===== src/rtl/fxp_pkg.sv =====
// Shared encodings and saturation limits for the signed fixed-point
// multiply/divide engine.
package fxp_pkg;

  localparam logic OP_MUL = 1'b0;
  localparam logic OP_DIV = 1'b1;

  typedef enum logic [1:0] {
    ST_IDLE = 2'd0,
    ST_CALC = 2'd1,
    ST_DONE = 2'd2
  } fxp_state_e;

  // Limits are returned as 64-bit patterns; callers cast to their width.
  function automatic logic [63:0] fxp_maxp(input int w);
    return (64'd1 << (w - 1)) - 64'd1;
  endfunction

  function automatic logic [63:0] fxp_minn(input int w);
    return 64'd1 << (w - 1);
  endfunction

endpackage


===== src/rtl/fxp_sign_sat.sv =====
// Applies the result sign to a truncated unsigned magnitude and saturates
// to the signed W-bit range; also forms the divide-by-zero result.
module fxp_sign_sat
  import fxp_pkg::*;
#(
  parameter int W  = 26,
  parameter int FW = 16
) (
  input  logic [W+FW-1:0] mag_i,
  input  logic            neg_i,
  input  logic            dz_i,
  input  logic            a_neg_i,
  output logic [W-1:0]    result_o,
  output logic            ovf_o
);

  localparam int MW = W + FW;
  localparam logic [W-1:0]  MAXP    = W'(fxp_maxp(W));
  localparam logic [W-1:0]  MINN    = W'(fxp_minn(W));
  localparam logic [MW-1:0] POS_LIM = MW'(fxp_maxp(W));
  localparam logic [MW-1:0] NEG_LIM = MW'(fxp_minn(W));

  always_comb begin
    result_o = '0;
    ovf_o    = 1'b0;
    if (dz_i) begin
      result_o = a_neg_i ? MINN : MAXP;
    end else if (!neg_i) begin
      if (mag_i > POS_LIM) begin
        result_o = MAXP;
        ovf_o    = 1'b1;
      end else begin
        result_o = mag_i[W-1:0];
      end
    end else begin
      // A magnitude of exactly 2^(W-1) negates onto MINN without overflow.
      if (mag_i > NEG_LIM) begin
        result_o = MINN;
        ovf_o    = 1'b1;
      end else begin
        result_o = '0 - mag_i[W-1:0];
      end
    end
  end

endmodule


===== src/rtl/fxp_seq_arith.sv =====
// Bit-serial signed Q(IW).(FW) multiply / divide engine: shift-add multiply
// in W cycles, restoring divide in W+FW cycles, saturating result.
module fxp_seq_arith
  import fxp_pkg::*;
#(
  parameter int IW = 10,
  parameter int FW = 16
) (
  input  logic            clk,
  input  logic            resetn,
  input  logic            in_valid,
  output logic            in_ready,
  input  logic            op,
  input  logic [IW+FW-1:0] a,
  input  logic [IW+FW-1:0] b,
  output logic            out_valid,
  input  logic            out_ready,
  output logic [IW+FW-1:0] result,
  output logic            ovf,
  output logic            dz,
  output logic            busy
);

  localparam int W  = IW + FW;
  localparam int MW = W + FW;
  localparam int CW = $clog2(MW + 1);
  localparam logic [CW-1:0] LAST_MUL = CW'(W - 1);
  localparam logic [CW-1:0] LAST_DIV = CW'(MW - 1);

  fxp_state_e     state_q;
  logic           op_q, sign_q;
  logic [W-1:0]   a_mag_q, b_mag_q, rem_q;
  logic [2*W-1:0] acc_q;
  logic [CW-1:0]  cnt_q;
  logic           in_ready_q, out_valid_q, busy_q, ovf_q, dz_q;
  logic [W-1:0]   result_q;

  logic [W-1:0]   a_abs, b_abs, rem_d;
  logic [W:0]     mul_sum, div_trial, div_diff;
  logic           div_ge;
  logic [MW-1:0]  quo_d, sat_mag;
  logic [2*W-1:0] acc_d;
  logic [W-1:0]   sat_result;
  logic           sat_ovf, sat_dz, last_iter, accept, handoff;

  // |MINN| wraps onto the same bit pattern, read as unsigned 2^(W-1).
  assign a_abs = a[W-1] ? -a : a;
  assign b_abs = b[W-1] ? -b : b;

  // Handshake: a transfer happens on a rising edge where valid and ready are
  // both high; in_ready is high only in IDLE, out_valid only in DONE, so an
  // operand is never taken on the edge that hands a result off.
  assign accept  = in_valid & in_ready_q;
  assign handoff = out_valid_q & out_ready;

  always_comb begin
    // Multiply: acc = {partial product, remaining multiplier bits}.
    mul_sum   = {1'b0, acc_q[2*W-1:W]} + ({1'b0, a_mag_q} & {(W+1){acc_q[0]}});
    // Divide: acc[MW-1:0] shifts dividend bits out as quotient bits shift in.
    div_trial = {rem_q, acc_q[MW-1]};
    div_diff  = div_trial - {1'b0, b_mag_q};
    div_ge    = (div_trial >= {1'b0, b_mag_q});
    rem_d     = div_ge ? div_diff[W-1:0] : div_trial[W-1:0];
    quo_d     = {acc_q[MW-2:0], div_ge};
    acc_d     = '0;
    sat_mag   = '0;
    if (op_q == OP_DIV) begin
      acc_d   = (2*W)'(quo_d);
      sat_mag = quo_d;
    end else begin
      acc_d   = {mul_sum, acc_q[W-1:1]};
      sat_mag = MW'(acc_d[2*W-1:FW]);
    end
  end

  assign last_iter = (cnt_q == ((op_q == OP_DIV) ? LAST_DIV : LAST_MUL));
  assign sat_dz    = (state_q == ST_IDLE);

  fxp_sign_sat #(.W(W), .FW(FW)) u_sign_sat (
    .mag_i    (sat_mag),
    .neg_i    (sign_q),
    .dz_i     (sat_dz),
    .a_neg_i  (a[W-1]),
    .result_o (sat_result),
    .ovf_o    (sat_ovf)
  );

  always_ff @(posedge clk or negedge resetn) begin
    if (!resetn) begin
      state_q     <= ST_IDLE;
      op_q        <= OP_MUL;
      sign_q      <= 1'b0;
      a_mag_q     <= '0;
      b_mag_q     <= '0;
      rem_q       <= '0;
      acc_q       <= '0;
      cnt_q       <= '0;
      in_ready_q  <= 1'b1;
      out_valid_q <= 1'b0;
      busy_q      <= 1'b0;
      ovf_q       <= 1'b0;
      dz_q        <= 1'b0;
      result_q    <= '0;
    end else begin
      case (state_q)
        ST_IDLE: begin
          if (accept) begin
            op_q       <= op;
            sign_q     <= a[W-1] ^ b[W-1];
            a_mag_q    <= a_abs;
            b_mag_q    <= b_abs;
            rem_q      <= '0;
            cnt_q      <= '0;
            in_ready_q <= 1'b0;
            busy_q     <= 1'b1;
            if ((op == OP_DIV) && (b == '0)) begin
              state_q     <= ST_DONE;
              out_valid_q <= 1'b1;
              result_q    <= sat_result;
              ovf_q       <= sat_ovf;
              dz_q        <= 1'b1;
            end else begin
              state_q <= ST_CALC;
              acc_q   <= (op == OP_DIV) ? {{IW{1'b0}}, a_abs, {FW{1'b0}}}
                                        : {{W{1'b0}}, b_abs};
            end
          end
        end
        ST_CALC: begin
          acc_q <= acc_d;
          rem_q <= rem_d;
          cnt_q <= cnt_q + CW'(1);
          if (last_iter) begin
            state_q     <= ST_DONE;
            out_valid_q <= 1'b1;
            result_q    <= sat_result;
            ovf_q       <= sat_ovf;
            dz_q        <= 1'b0;
          end
        end
        ST_DONE: begin
          if (handoff) begin
            state_q     <= ST_IDLE;
            out_valid_q <= 1'b0;
            busy_q      <= 1'b0;
            in_ready_q  <= 1'b1;
          end
        end
        default: state_q <= ST_IDLE;
      endcase
    end
  end

  assign in_ready  = in_ready_q;
  assign out_valid = out_valid_q;
  assign result    = result_q;
  assign ovf       = ovf_q;
  assign dz        = dz_q;
  assign busy      = busy_q;

endmodule


===== config.mk =====
export PLATFORM = sky130hd
export DESIGN_NAME = fxp_seq_arith
export DESIGN_NICKNAME = d
export VERILOG_FILES = /design/src/rtl/fxp_pkg.sv /design/src/rtl/fxp_sign_sat.sv /design/src/rtl/fxp_seq_arith.sv
export SDC_FILE = /design/constraint.sdc
export NUM_CORES = 1
export LEC_CHECK = 0
export CAP_MARGIN = 15
export CORE_UTILIZATION = 34
export DETAILED_ROUTE_END_ITERATION = 10
export PLACE_DENSITY_LB_ADDON = 0.12
export SLEW_MARGIN = 10
export SYNTH_ARGS = -nofsm -noshare
export SYNTH_HDL_FRONTEND = slang
export SYNTH_SLANG_ARGS = --single-unit
export TNS_END_PERCENT = 10

===== constraint.sdc =====
create_clock -name clk -period 7.3 [get_ports clk]
set_input_delay 1.825 -clock clk [delete_from_list [all_inputs] [get_ports clk]]
set_output_delay 1.825 -clock clk [all_outputs]
set_load 0.02 [all_outputs]

* Word-level counts from Yosys, hierarchy flattened
Index checks and enable logic that the tools add are counted.
** Storage, ports and cells
- Register bits :: 171
- Word-level logic and storage cells :: 96
** Operators by class
- Eq/ne operators :: 8
- Add/subtract/negate cells :: 6
- Reduce and logical (&&, ||, !) cells :: 13
- Magnitude comparators :: 3
- Muxes and demuxes :: 48
- Bitwise logic cells :: 4
** Operator list (count)
- 2-to-1 mux 26 bit :: 12
- 2-to-1 mux 52 bit :: 3
- case mux 26 bit (2 select lines) :: 2
- case mux 52 bit (2 select lines) :: 1
- 2-to-1 mux 42 bit :: 2
- negator 26 bit :: 2
- > comparator 42 x 25 -> 1 bit, second input constant :: 1
- > comparator 42 x 26 -> 1 bit, second input constant :: 1
- adder 26 x 27 -> 27 bit :: 1
- bitwise AND 26 x 27 -> 27 bit :: 1
- >= comparator 27 x 26 -> 1 bit :: 1
- zero test 26 bit :: 1
- subtractor 1 x 26 -> 26 bit, first input constant :: 1
- subtractor 26 bit :: 1
- 2-to-1 mux 1 bit :: 15
- 2-to-1 mux 6 bit :: 2
- case mux 6 bit (2 select lines) :: 1
- AND reduction 3 bit :: 3
- 2-to-1 mux 2 bit :: 4
- case mux 1 bit (2 select lines) :: 4
- adder 6 x 1 -> 6 bit, second input constant :: 1
- == test 6 bit :: 1
- != test 2 bit, second input constant :: 3
- case mux 2 bit (3 select lines) :: 1
- other kinds (13) :: 17

* Logic depth before layout (Yosys ltp)
- Depth in word-level cells :: 10
- Gate-level depth with buffers :: 18
- Mapped depth without buffers :: 17

* By module
Synthesis repeated with hierarchy kept, for this count alone.
** Second synthesis, totals
- Cell total of the unflattened synthesis :: 1550
- Area total of the unflattened synthesis :: 13043.8 µm²
** By module, submodules not included
- fxp_seq_arith :: area each 11813.8 µm², sequential area each 4280.4 µm², cells each 1360, times used 1
- fxp_sign_sat :: area each 1229.9 µm², sequential area each 0.0 µm², cells each 190, times used 1

* Worst setup path after synthesis
Ideal clock, no wire load.
- Path type :: input -> register
- Start :: in b[13]
- End :: reg result_q[13] (netlist: result[13])
- Arrival time :: 4.483 ns
- Stages on the path :: 12
- Slack :: 2.730 ns
- Setup time :: 0.087 ns
- Required time :: 7.213 ns
- Cells stage by stage :: or4_1 -> or3_1 -> or3_4 -> nand2b_4 -> nor4b_2 -> nor2_1 -> or3_1 -> buf_4 -> nor4_4 -> buf_6 -> a21oi_2 -> o211ai_1
** On the way
- Longest elaborated chain between the ends :: 4
** Ends and longest elaborated chain
- start, declared :: RTL line fxp_seq_arith.sv:15 : input logic [IW+FW-1:0] b,
- zero test 26 bit :: RTL line fxp_seq_arith.sv:116 : if ((op == OP_DIV) && (b == '0)) begin
- logical AND 1 bit :: RTL line fxp_seq_arith.sv:116
- != test 2 x 1 -> 1 bit (no line)
- AND reduction 4 bit (no line)
- end signal, assigned :: RTL line fxp_seq_arith.sv:119 : result_q <= sat_result;
- end signal, assigned :: RTL line fxp_seq_arith.sv:136 : result_q <= sat_result;
- end, declared :: RTL line fxp_seq_arith.sv:36 : logic [W-1:0] result_q;
Every way passes these cells.
A chain may end at the register's enable or synchronous reset.

* Worst setup path after layout
- Start :: in b[7]
- End :: reg result_q[16] (netlist: result[16])
Same word-level chain as after synthesis.

==> impl_results.md <==
* First-pass GRT wire length at a little under 70 mm
* Routed Antenna Nets at 0
* Post-route minimum period at 5.57 ns
* Setup violations, final at 0
* Yosys Warn Count at 0
* Diode count at 0
* Post-route cell area at 15,100 um2
* Post-synth EDFFs at 0
* Row cnt at 71
* VDD IR-drop max at 0.149 mV
* Most common cell in the synthesized netlist: nand2_1
* GRT overflow at 0
* Die area at 39,600 um2
* Status: finished clean
* Asr flop ratio synth at 100%
* Post-Syn Area at between 10,000 and 15,000 um2
* Distinct cell type count after synthesis at 91
* Post-DP HPWL at 32.9 mm
* Cts bufs inserted at 17
* Area growth syn-to-layout at 14.1%
* Routed via count at 12,119
* Number of max-cap violations at 0
* Post-synth top area share at 32.2%
* Total wire length at 43.7 mm
* Initial core utilization at 34.8%
* Wire length per cell at ~20 um
* Layout cells sized above 1 at 5.70%
* Mapped Cells at 1,623
* Setup Fix Bufs, Post-CTS at 0
* Static Leakage at 6.25 nW
* Maximum root-to-sink buffer count at 2
* Cell taking the most area after synthesis: dfrtp_1
* Clock sinks at 171
* DRT iter0 DRCs at 692
* Hold/Removal Path Class: reg -> reg
* Die H at 199 um
* IO buf count at just under 90
* CTS hold repair buffers at 0
* Post-CTS sizing at 0
* Final Max Slew Viols at 0
* Placed cell area at 14,400 um2
* Slew headroom at 29.6%
* RSZ-0062 raised after global routing: no
* Sequential share of the synthesized area at 32.4%
* Nets@finish at 1,769
* Syn Nets at roughly 1,700
* Reg2reg setup slack at 1.89 ns
* CTS Root Cell: clkbuf_16
* Remaining DRCs at 0
* Max Freq at 0.180 GHz
* Power density over the cells at between 100 and 150 nW/um2
* Final hold vios at 0
* CP endpoint kind: flip-flop
* Synth top cells by count: 235 x nand2_1, 179 x o21ai_0, 170 x dfrtp_1
* Reg clk slew, reported paths at 0.08 ns
* Critical path type: in -> reg
* Top FF cell, synth: dfrtp_1
* CTS tree: yes
* Final setup margin at 1.73 ns
* Clk_skew at 0.0126 ns
* Total GRT Usage at 22.7%
* Vias in the first global route at 11,796
* Syn Area/Cell at about 8 um2
* Setup TNS at 0 ns
* Core box area at 37,900 um2
* Layout fillers at slightly below 4,000
* Largest net degree at the start of global routing at roughly 110
* Synth Register Bits at 171
* Startpoint types: input port
* CP required at 7.67 ns
* Pre-CTS setup slack at between 1 and 1.5 ns
* Worst slew pin tran at 1.06 ns
* Clk_lat worst skew at between 0.4 and 0.5 ns
* Ports at 88
* Crit Path Max Fanout at 33
* Initial antenna violation count at 1
* Period utilization at around 76%
* Via-to-Cell Ratio at ~5.6
* First-pass DRT Iterations at 5
* H-tree depth at 4
* Arr. time, crit path at 5.94 ns
* Placer Congestion at 0.883
* Die width at 199 um
* Top post-synthesis cells by area: dfrtp_1 32%, o21ai_0 6.8%, nand2_1 6.7%, ha_1 5.4%, xor2_1 4.4%
==> state kept, by name (all words and copies together) (netlist names) <==
name and cells:
cnt_q 6, acc_q 52, dz 1, ovf 1
out_valid 1, op_q 1, sign_q 1, a_mag_q 26
result 26, in_ready 1, state_q 2, rem_q 26
busy 1, b_mag_q 26
==> final cells by class <==
| class | count | area (um2) | share of cell area [%] |
|---|---|---|---|
| Clock inverter | 14 | 204 | 1.35 |
| Timing Repair Buffer | 105 | 1010 | 6.69 |
| Inverter | 59 | 221 | 1.47 |
| Clock buffer | 18 | 429 | 2.85 |
| Tap cell | 511 | 639 | 4.25 |
| Multi-Input combinational cell | 1299 | 8270 | 54.9 |
| Sequential cell | 171 | 4280 | 28.5 |
==> report_power, final <==
| group | internal (mW) | switching [mW] |
|---|---|---|
| clock | 0.557 | 0.471 |
| sequential | 0.946 | 0 |
| combinational | 0.0500 | 0.0908 |
==> through the flow <==
stage                     utilization (%)  power [mW]  hold slack, ns  std cells
after floorplan                         -        1.01           0.442       1623
after global placement               38.0        1.11           0.455       2145
after detailed placement             38.0        1.11           0.464       2145
after CTS                            39.7        2.14           0.481       2177
after global routing                 39.7        2.18           0.499       2177
final                                39.7        2.12           0.479       2177
==> critical path, stage by stage <==
cell and delay [ns]:
clkdlybuf4s50_1 0.47, nor4_1 0.41, nand4_1 0.40, or3_4 0.53
nand2b_4 0.17, nor4b_2 0.28, nor2_1 0.09, or3_1 0.38
buf_4 0.25, nor4_4 0.70, buf_4 0.27, a21oi_1 0.04
o211ai_1 0.09
==> cells in the final DEF (no fill, tap or decap), types with 12 or more instances in the layout <==
master,netlist,layout
a21boi_0,13,13
clkbuf_16,0,17
o41ai_1,12,12
xnor2_1,27,27
a21oi_1,113,113
o31ai_1,28,28
nand2_1,235,235
a22o_1,13,13
nand3_1,29,28
and2_1,30,30
mux2i_1,38,38
o21ai_0,179,179
a211oi_1,21,21
buf_4,5,18
o211ai_1,20,20
dfrtp_1,170,169
or3_1,14,14
nor2_1,91,91
nor2b_1,23,22
and3_1,13,13
clkdlybuf4s50_1,0,86
nand2b_1,17,15
nand4_1,18,18
xor2_1,66,66
a21o_1,24,24
ha_1,57,57
o221ai_1,21,21
inv_1,59,59
nor3_1,39,39
==> routing by layer <==
metal / global-route usage [%] / routed length (um)
met1: 30.3 / 20300
met2: 37.3 / 20600
met3: 4.02 / 2040
met4: 6.24 / 693
met5: 0 / 13
==> cell families (layout without fill, tap and decap cells) <==
logic type | Yosys count | after routing | share of synthesized area, %
AOI/OAI and AO/OA | 541 | 541 | 26.5
adders and majority gates | 59 | 59 | 5.71
xor gates and xnor gates | 93 | 93 | 6.17
muxes | 42 | 42 | 3.22
buffers and inverters | 153 | 196 | 5.06
DFF | 171 | 171 | 32.4
and+or+nand+nor | 564 | 564 | 20.9
==> worst paths after layout <==
check	depth (start not counted)	from	endpoint
worst min register to register	2	a_mag_q[20]$_DFFE_PN0P_	a_mag_q[20]$_DFFE_PN0P_
worst max register to register	18	b_mag_q[8]$_DFFE_PN0P_	result[11]$_DFFE_PN0P_
max in group asynchronous	2	resetn	op_q$_DFFE_PN0P_
worst min-delay path	2	a_mag_q[20]$_DFFE_PN0P_	a_mag_q[20]$_DFFE_PN0P_
min in group asynchronous	1	resetn	rem_q[10]$_DFFE_PN0P_
worst max-delay path	13	b[7]	result[16]$_DFFE_PN0P_
Note: power is estimated with default switching activity, not from simulation.
